### src/rtl/reg_scoreboard.sv
// Per-register in-flight writer scoreboard for the decode stage: produces the issue stall,
// the per-source forwarding flags and a sticky protocol-error flag.
module reg_scoreboard #(
  parameter int unsigned NREG  = 32,
  parameter int unsigned CNT_W = 2
) (
  input  logic       clk,
  input  logic       reset,
  input  logic       ds_valid,
  input  logic [4:0] ds_rj,
  input  logic       ds_rj_used,
  input  logic [4:0] ds_rkd,
  input  logic       ds_rkd_used,
  input  logic       ds_gr_we,
  input  logic [4:0] ds_dest,
  input  logic       ds_is_load,
  input  logic       ds_issue,
  input  logic       es_load_adv,
  input  logic [4:0] es_load_dest,
  input  logic       ws_retire,
  input  logic [4:0] ws_dest,
  input  logic       flush,
  output logic       ds_stall,
  output logic       rj_fwd,
  output logic       rkd_fwd,
  output logic       sb_err
);

  localparam logic [CNT_W-1:0] CntMax = {CNT_W{1'b1}};
  localparam logic [CNT_W-1:0] CntOne = CNT_W'(1);

  logic [NREG-1:0][CNT_W-1:0] cnt_q, cnt_d;
  logic [NREG-1:0]            lpend_q, lpend_d;
  logic                       sb_err_q, sb_err_d;

  logic            iss;
  logic [NREG-1:0] inc_vec, dec_vec, set_vec, clr_vec;

  logic rj_busy, rkd_busy, rj_lpend, rkd_lpend;
  logic dest_full, dest_lpend;
  logic ws_cnt_zero, adv_no_load;
  logic stall_a, stall_b, stall_c, stall_d;

  assign iss = ds_issue & ds_gr_we & (ds_dest != 5'd0);

  // Entry 0 is never visited, so r0 always reads as idle and never flags an error.
  always_comb begin
    rj_busy     = 1'b0;
    rkd_busy    = 1'b0;
    rj_lpend    = 1'b0;
    rkd_lpend   = 1'b0;
    dest_full   = 1'b0;
    dest_lpend  = 1'b0;
    ws_cnt_zero = 1'b0;
    adv_no_load = 1'b0;
    for (int unsigned r = 1; r < NREG; r++) begin
      if (ds_rj == 5'(r)) begin
        rj_busy  = (cnt_q[r] != '0);
        rj_lpend = lpend_q[r];
      end
      if (ds_rkd == 5'(r)) begin
        rkd_busy  = (cnt_q[r] != '0);
        rkd_lpend = lpend_q[r];
      end
      if (ds_dest == 5'(r)) begin
        dest_full  = (cnt_q[r] == CntMax);
        dest_lpend = lpend_q[r];
      end
      if (ws_dest == 5'(r)) begin
        ws_cnt_zero = (cnt_q[r] == '0);
      end
      if (es_load_dest == 5'(r)) begin
        adv_no_load = ~lpend_q[r];
      end
    end
  end

  assign stall_a = ds_rj_used & rj_lpend;
  assign stall_b = ds_rkd_used & rkd_lpend;
  assign stall_c = ds_gr_we & (ds_dest != 5'd0) & dest_full;
  assign stall_d = ds_gr_we & ds_is_load & dest_lpend;

  assign ds_stall = ds_valid & (stall_a | stall_b | stall_c | stall_d);
  assign rj_fwd   = ds_rj_used & rj_busy;
  assign rkd_fwd  = ds_rkd_used & rkd_busy;
  assign sb_err   = sb_err_q;

  always_comb begin
    inc_vec = '0;
    dec_vec = '0;
    set_vec = '0;
    clr_vec = '0;
    for (int unsigned r = 1; r < NREG; r++) begin
      inc_vec[r] = iss & (ds_dest == 5'(r));
      dec_vec[r] = ws_retire & (ws_dest == 5'(r));
      set_vec[r] = iss & ds_is_load & (ds_dest == 5'(r));
      clr_vec[r] = es_load_adv & (es_load_dest == 5'(r));
    end
  end

  always_comb begin
    cnt_d   = cnt_q;
    lpend_d = lpend_q;
    if (flush) begin
      cnt_d   = '0;
      lpend_d = '0;
    end else begin
      for (int unsigned r = 1; r < NREG; r++) begin
        // Counter saturates at max and floors at zero; simultaneous inc/dec cancel.
        if (inc_vec[r] && !dec_vec[r] && (cnt_q[r] != CntMax)) begin
          cnt_d[r] = cnt_q[r] + CntOne;
        end else if (dec_vec[r] && !inc_vec[r] && (cnt_q[r] != '0)) begin
          cnt_d[r] = cnt_q[r] - CntOne;
        end
        // A newly issued load is younger than the one leaving EX, so set wins.
        if (set_vec[r]) begin
          lpend_d[r] = 1'b1;
        end else if (clr_vec[r]) begin
          lpend_d[r] = 1'b0;
        end
      end
    end
  end

  always_comb begin
    sb_err_d = sb_err_q;
    if (!flush) begin
      sb_err_d = sb_err_q | (ws_retire & ws_cnt_zero) | (es_load_adv & adv_no_load) |
                 (ds_issue & ds_stall);
    end
  end

  always_ff @(posedge clk) begin
    if (reset) begin
      cnt_q    <= '0;
      lpend_q  <= '0;
      sb_err_q <= 1'b0;
    end else begin
      cnt_q    <= cnt_d;
      lpend_q  <= lpend_d;
      sb_err_q <= sb_err_d;
    end
  end

endmodule

### config.mk
export PLATFORM = sky130hd
export DESIGN_NAME = reg_scoreboard
export DESIGN_NICKNAME = d
export VERILOG_FILES = /design/src/rtl/reg_scoreboard.sv
export SDC_FILE = /design/constraint.sdc
export NUM_CORES = 1
export LEC_CHECK = 0
export BUFFER_PORTS_ARGS = -buffer_cell sky130_fd_sc_hd__buf_4
export CORE_MARGIN = 5
export CORE_UTILIZATION = 50
export DETAILED_ROUTE_END_ITERATION = 6
export PLACE_DENSITY = 0.79
export SYNTH_ARGS = -nofsm -noshare
export SYNTH_HDL_FRONTEND = slang
export SYNTH_SLANG_ARGS = --single-unit
### constraint.sdc
create_clock -name clk -period 3.4 [get_ports clk]
set_clock_uncertainty 0.15 [all_clocks]
set_input_delay 0.34 -clock clk [delete_from_list [all_inputs] [get_ports clk]]
set_output_delay 0.34 -clock clk [all_outputs]
set_load 0.03 [all_outputs]
# [Yosys cells after proc, flatten, opt, wreduce, memory -nomap -nowiden]
# Cells that the tools add are included.
[op_classes] add_sub_neg=62 n_eq_ne=217 muxes=372 bitwise=176 reduce_logical=312
[op_table] operator="== test 5 bit, second input constant" count=80
[op_table] operator="two-way mux 1 bit" count=310
[op_table] operator="== test 5 x 4 -> 1 bit, second input constant" count=40
[op_table] operator="nonzero test 2 bit" count=93
[op_table] operator="AND 1 bit" count=139
[op_table] operator="logical AND 1 bit" count=124
[op_table] operator="two-way mux 2 bit" count=62
[op_table] operator="== test 5 x 3 -> 1 bit, second input constant" count=20
[op_table] operator="adder 2 x 1 -> 2 bit, second input constant" count=31
[op_table] operator="== test 2 bit, second input constant" count=31
[op_table] operator="zero test 1 bit" count=62
[op_table] operator="zero test 2 bit" count=31
[op_table] operator="inequality test 2 bit, second input constant" count=31
[op_table] operator="subtractor 2 x 1 -> 2 bit, second input constant" count=31
[op_table] operator="== test 5 x 2 -> 1 bit, second input constant" count=10
[op_table] operator="NOT 1 bit" count=31
[op_table] operator="== test 5 x 1 -> 1 bit, second input constant" count=5
[op_table] operator="OR 1 bit" count=6
[op_table] operator="nonzero test 5 bit" count=1
[op_table] operator="OR reduction 2 bit" count=1
[totals] regBits=94 inputBits=36 out_inout_bits=4 word_cells=1202

# [Longest topological paths before layout]
[depth] ltp_word=39 mapped_depth=10 depth_no_buf=7

# [Worst setup path after synthesis]
# OpenSTA, ideal clock, no wires.
[synth_timing] path_type="input port to output port" start="input ds_rj[0]" end="output rj_fwd" t_arrival_ps=2217 required_ps=2910 path_slack_ps=693 stages=8 n_path_buf=1 cell_sequence="buf_4 > inv_4 > mux4_2 > mux2_2 > o311ai_1 > a21oi_1 > o21a_1 > o21ai_1"
[synth_between] elab_chain_cells=33 elab_cells_between_ends=63 cone_classes="31 x eq/ne; 31 x mux; 1 x bitwise"
[synth_rtl] element="start, declared" line="10" text="input logic [4:0] ds_rj,"
[synth_rtl] element="== test 5 x 1 -> 1 bit" line="57" text="if (ds_rj == 5'(r)) begin"
[synth_rtl] element="two-way mux 1 bit (30 in series)" line="57"
[synth_rtl] element="two-way mux 1 bit (*)" line="57"
[synth_rtl] element="AND 1 bit (*)" line="84" text="assign rj_fwd = ds_rj_used & rj_busy;"
[synth_rtl] element="end, declared" line="24" text="output logic rj_fwd,"
# Every way passes the cells marked *; elsewhere a longest branch is shown, timed or not.

# [Worst setup path in the final report]
[layout_timing] start="register cnt_q[50] in the netlist's numbering" end="output ds_stall"
[layout_between] elab_chain_cells=12
[layout_rtl] element="start, declared" line="32" text="logic [NREG-1:0][CNT_W-1:0] cnt_q, cnt_d;"
[layout_rtl] element="start signal, assigned" line="139" text="cnt_q <= cnt_d;"
[layout_rtl] element="== test 2 bit" line="66" text="dest_full = (cnt_q[r] == CntMax);"
[layout_rtl] element="two-way mux 1 bit (7 in series)" line="65" text="if (ds_dest == 5'(r)) begin"
[layout_rtl] element="AND 1 bit" line="80" text="assign stall_c = ds_gr_we & (ds_dest != 5'd0) & dest_full;"
[layout_rtl] element="OR 1 bit (2 in series)" line="83" text="assign ds_stall = ds_valid & (stall_a | stall_b | stall_c | stall_d);"
[layout_rtl] element="AND 1 bit" line="83"
[layout_rtl] element="end, declared" line="23" text="output logic ds_stall,"
# No other way between the ends.

==> results.py <==
metrics = {
    "cts": {
        "clkTransAtPathRegs_ns": 0.08,
        "clock_latency_ns": 0.38,
        "clockBufferDepth": 2,
        "cts_made_buffers": 9,
        "root_buffer": "clkbuf_16",
        "cts_tree": "yes",
        "cts.sinks": 94,
        "htree_levels": 3,
    },
    "setup_path": {
        "worstPathRequired_ns": 2.91,
        "worstReg2RegStart": "cnt_q[61]",
        "crit_path_end_kind": "output pin",
        "critPathKind": "flop to output pin",
        "startpoint": "cnt_q[50]",
        "worstPathMaxFanout": 8,
        "arrival_ns": 2.75,
        "startpoint_type": "flop",
    },
    "run": {
        "max-cap-violations": 0,
    },
    "yosys": {
        "synth-edff-count": 0,
        "ys_seq_area_frac": 0.2105,
        "yosysMostFrequentCell": "nand2_1",
        "synth_area_leader_cell": "dfxtp_1",
        "yosys_warnings": 0,
        "netlist.area_leader.share": 0.2105,
        "synthTopCellsByCount": "nand2_1 (189), a21oi_1 (128), o21ai_0 (121), nor2_1 (116), dfxtp_1 (94)",
        "synthFlopType": "dfxtp_1",
        "syn_area_sq_um": 8940,
        "netlist_top_cells_area": "dfxtp_1 (21%), nand2_1 (7.9%), a21oi_1 (7.2%)",
        "synth_nets": 1361,
        "synthArstFlopShare": 0,
        "synth_seq_cells": 94,
        "synth_cell_type_count": 93,
        "synth.avg_cell_area_sq_um": 6.747,
        "synthCells": 1325,
    },
    "detailed_routing": {
        "drt_iter0_markers": 1783,
        "vias": 10906,
        "firstDrtPassIters": 6,
        "detail_route.wl_per_cell_um": 24.24,
        "drc": 0,
        "wirelength_um": 37330,
        "routed_via_density": 7.082,
        "antenna_left": 0,
    },
    "sta": {
        "rsz0062_at_grt": "false",
        "fmax_mhz": 309.1,
        "period_minus_slack_ns": 3.235,
        "fin_crit_sh": 0.9515,
        "tns_ns": 0,
        "tightest_slew_ns": 0.9994,
        "slew_violations": 0,
        "hold_violations": 0,
        "relSlewSlack": 0.3338,
        "setup_viol": 0,
        "fin_ws_ns": 0.1648,
    },
    "cells_and_area": {
        "multi_input_area_sq_um": 6471,
        "finalNonFillerCells": 1540,
        "antenna_cells": 0,
        "fillers": 1757,
        "seq_area_sq_um": 1882,
        "fin_area_sq_um": 9583,
        "nets": 1346,
        "drive_gt1_frac": 0.1011,
        "area_growth_syn_to_layout_pct": 7.194,
    },
    "min_path": {
        "hp-class": "primary input to flop",
        "hp-start": "ds_valid",
    },
    "global_route": {
        "grt_max_degree": 49,
        "grt_pass1_vias": 9450,
        "gr-total-overflow": 0,
        "antenna_found_initial": 2,
        "grt_pass1_wl_um": 55700,
        "grtUsageTotal": 0.3534,
    },
    "pwr": {
        "leakage_uw": 0.002986,
        "p_per_area_nw_per_um2": 291.7,
        "ir_worst_vdd_v": 0.0002593,
        "power_uw": 2795,
    },
    "place": {
        "place_inst": 1524,
        "port_buffers": 39,
        "pre_cts_ws_ns": 0.1446,
        "gp_congestion": 1.079,
        "placed_cell_area_sq_um": 9266,
        "dp_hpwl_um": 27780,
    },
    "die": {
        "initial_core_util": 0.5133,
        "ios": 40,
        "dieWidth_um": 143.7,
        "die_y_um": 143.7,
        "core_sq_um": 17420,
        "dieArea_sq_um": 20650,
        "rows": 48,
    },
    "outcome": {
        "status": "finished clean",
    },
}
cell type report:
class | instances | share of cell area
sequential | 94 | 0.1964
clock buffer | 9 | 0.02350
multi-input combinational | 1110 | 0.6753
clock inverter | 7 | 0.009270
inverter | 25 | 0.01005
timing repair buffer | 70 | 0.05614
tap | 225 | 0.02938
sequential cells by signal, indices dropped and copies added, names as in the netlist:
name	cells
cnt_q	62
lpend_q	31
sb_err	1
critical path, stage by stage, from the launching register on:
cell and delay [ns]:
dfxtp_1 0.56, nand2_1 0.20, a22o_1 0.24, o221ai_1 0.20, nand3_1 0.17, a2111oi_2 0.48
nor4_2 0.15, a21boi_1 0.19, buf_4 0.19
placed cells by master (no fill, tap or decap), types with 9 or more instances in the layout:
cell / synthesis / final
nand2_1: 189 / 189
a21oi_1: 128 / 128
o21ai_0: 121 / 121
nor2_1: 116 / 116
dfxtp_1: 94 / 94
buf_4: 4 / 69
nand3_1: 61 / 61
nor3_1: 42 / 42
mux2i_1: 32 / 32
nor2b_1: 28 / 27
nand2b_1: 26 / 26
inv_1: 24 / 24
nand3b_1: 24 / 24
o31ai_1: 18 / 18
o21ai_1: 18 / 18
o22ai_1: 17 / 17
xor2_1: 17 / 17
a211oi_1: 16 / 16
a31oi_1: 15 / 15
or3_1: 14 / 14
o211ai_1: 11 / 11
o21a_1: 11 / 11
mux2_2: 10 / 10
clkbuf_16: 0 / 9
cells by family after synthesis:
| logic type | count (synthesis) | synth area share |
|---|---|---|
| flip-flops | 94 | 0.2105 |
| AND/OR/NAND/NOR | 581 | 0.3223 |
| AO/OA/AOI/OAI | 469 | 0.3335 |
| multiplexers | 43 | 0.05095 |
| buffers and inverters | 121 | 0.06606 |
| XOR/XNOR | 17 | 0.01665 |
power breakdown:
| part | internal (uW) | switching (uW) | total [uW] |
|---|---|---|---|
| clock network | 586 | 529 | 1110 |
| logic | 188 | 384 | 572 |
| registers | 1100 | 5.61 | 1110 |
final timing paths:
check / end / slack (ns) / cells past startpoint
worst max-delay path: ds_stall / 0.16 / 8
worst min-delay path: sb_err / 0.12 / 3
worst min register to register: cnt_q[14] / 0.35 / 2
worst max register to register: sb_err / 0.92 / 7
through the flow:
stage | util | hold slack [ns]
after detailed placement | 0.5320 | 0.3375
after global routing | 0.5502 | 0.1665
after CTS | 0.5501 | 0.1231
final | 0.5502 | 0.1231
after global placement | 0.5320 | 0.3283
after floorplan | - | 0.3142
what timing repair did:
item / in CTS / in global routing
hold buffers: 0 / 0
hold endpoints to repair: 0 / 0
resized for setup: 0 / 1
setup buffers: 0 / 0
setup endpoints to repair: 0 / 1
metal layers:
metal,up-vias,global-route usage,part of all wire
met5,-,0,0.00078
met4,4,0.1759,0.056
met3,175,0.1065,0.15
met2,851,0.5119,0.42
met1,4996,0.4760,0.38
li1,4880,-,-
No activity file was read; power rests on OpenSTA's default activity.
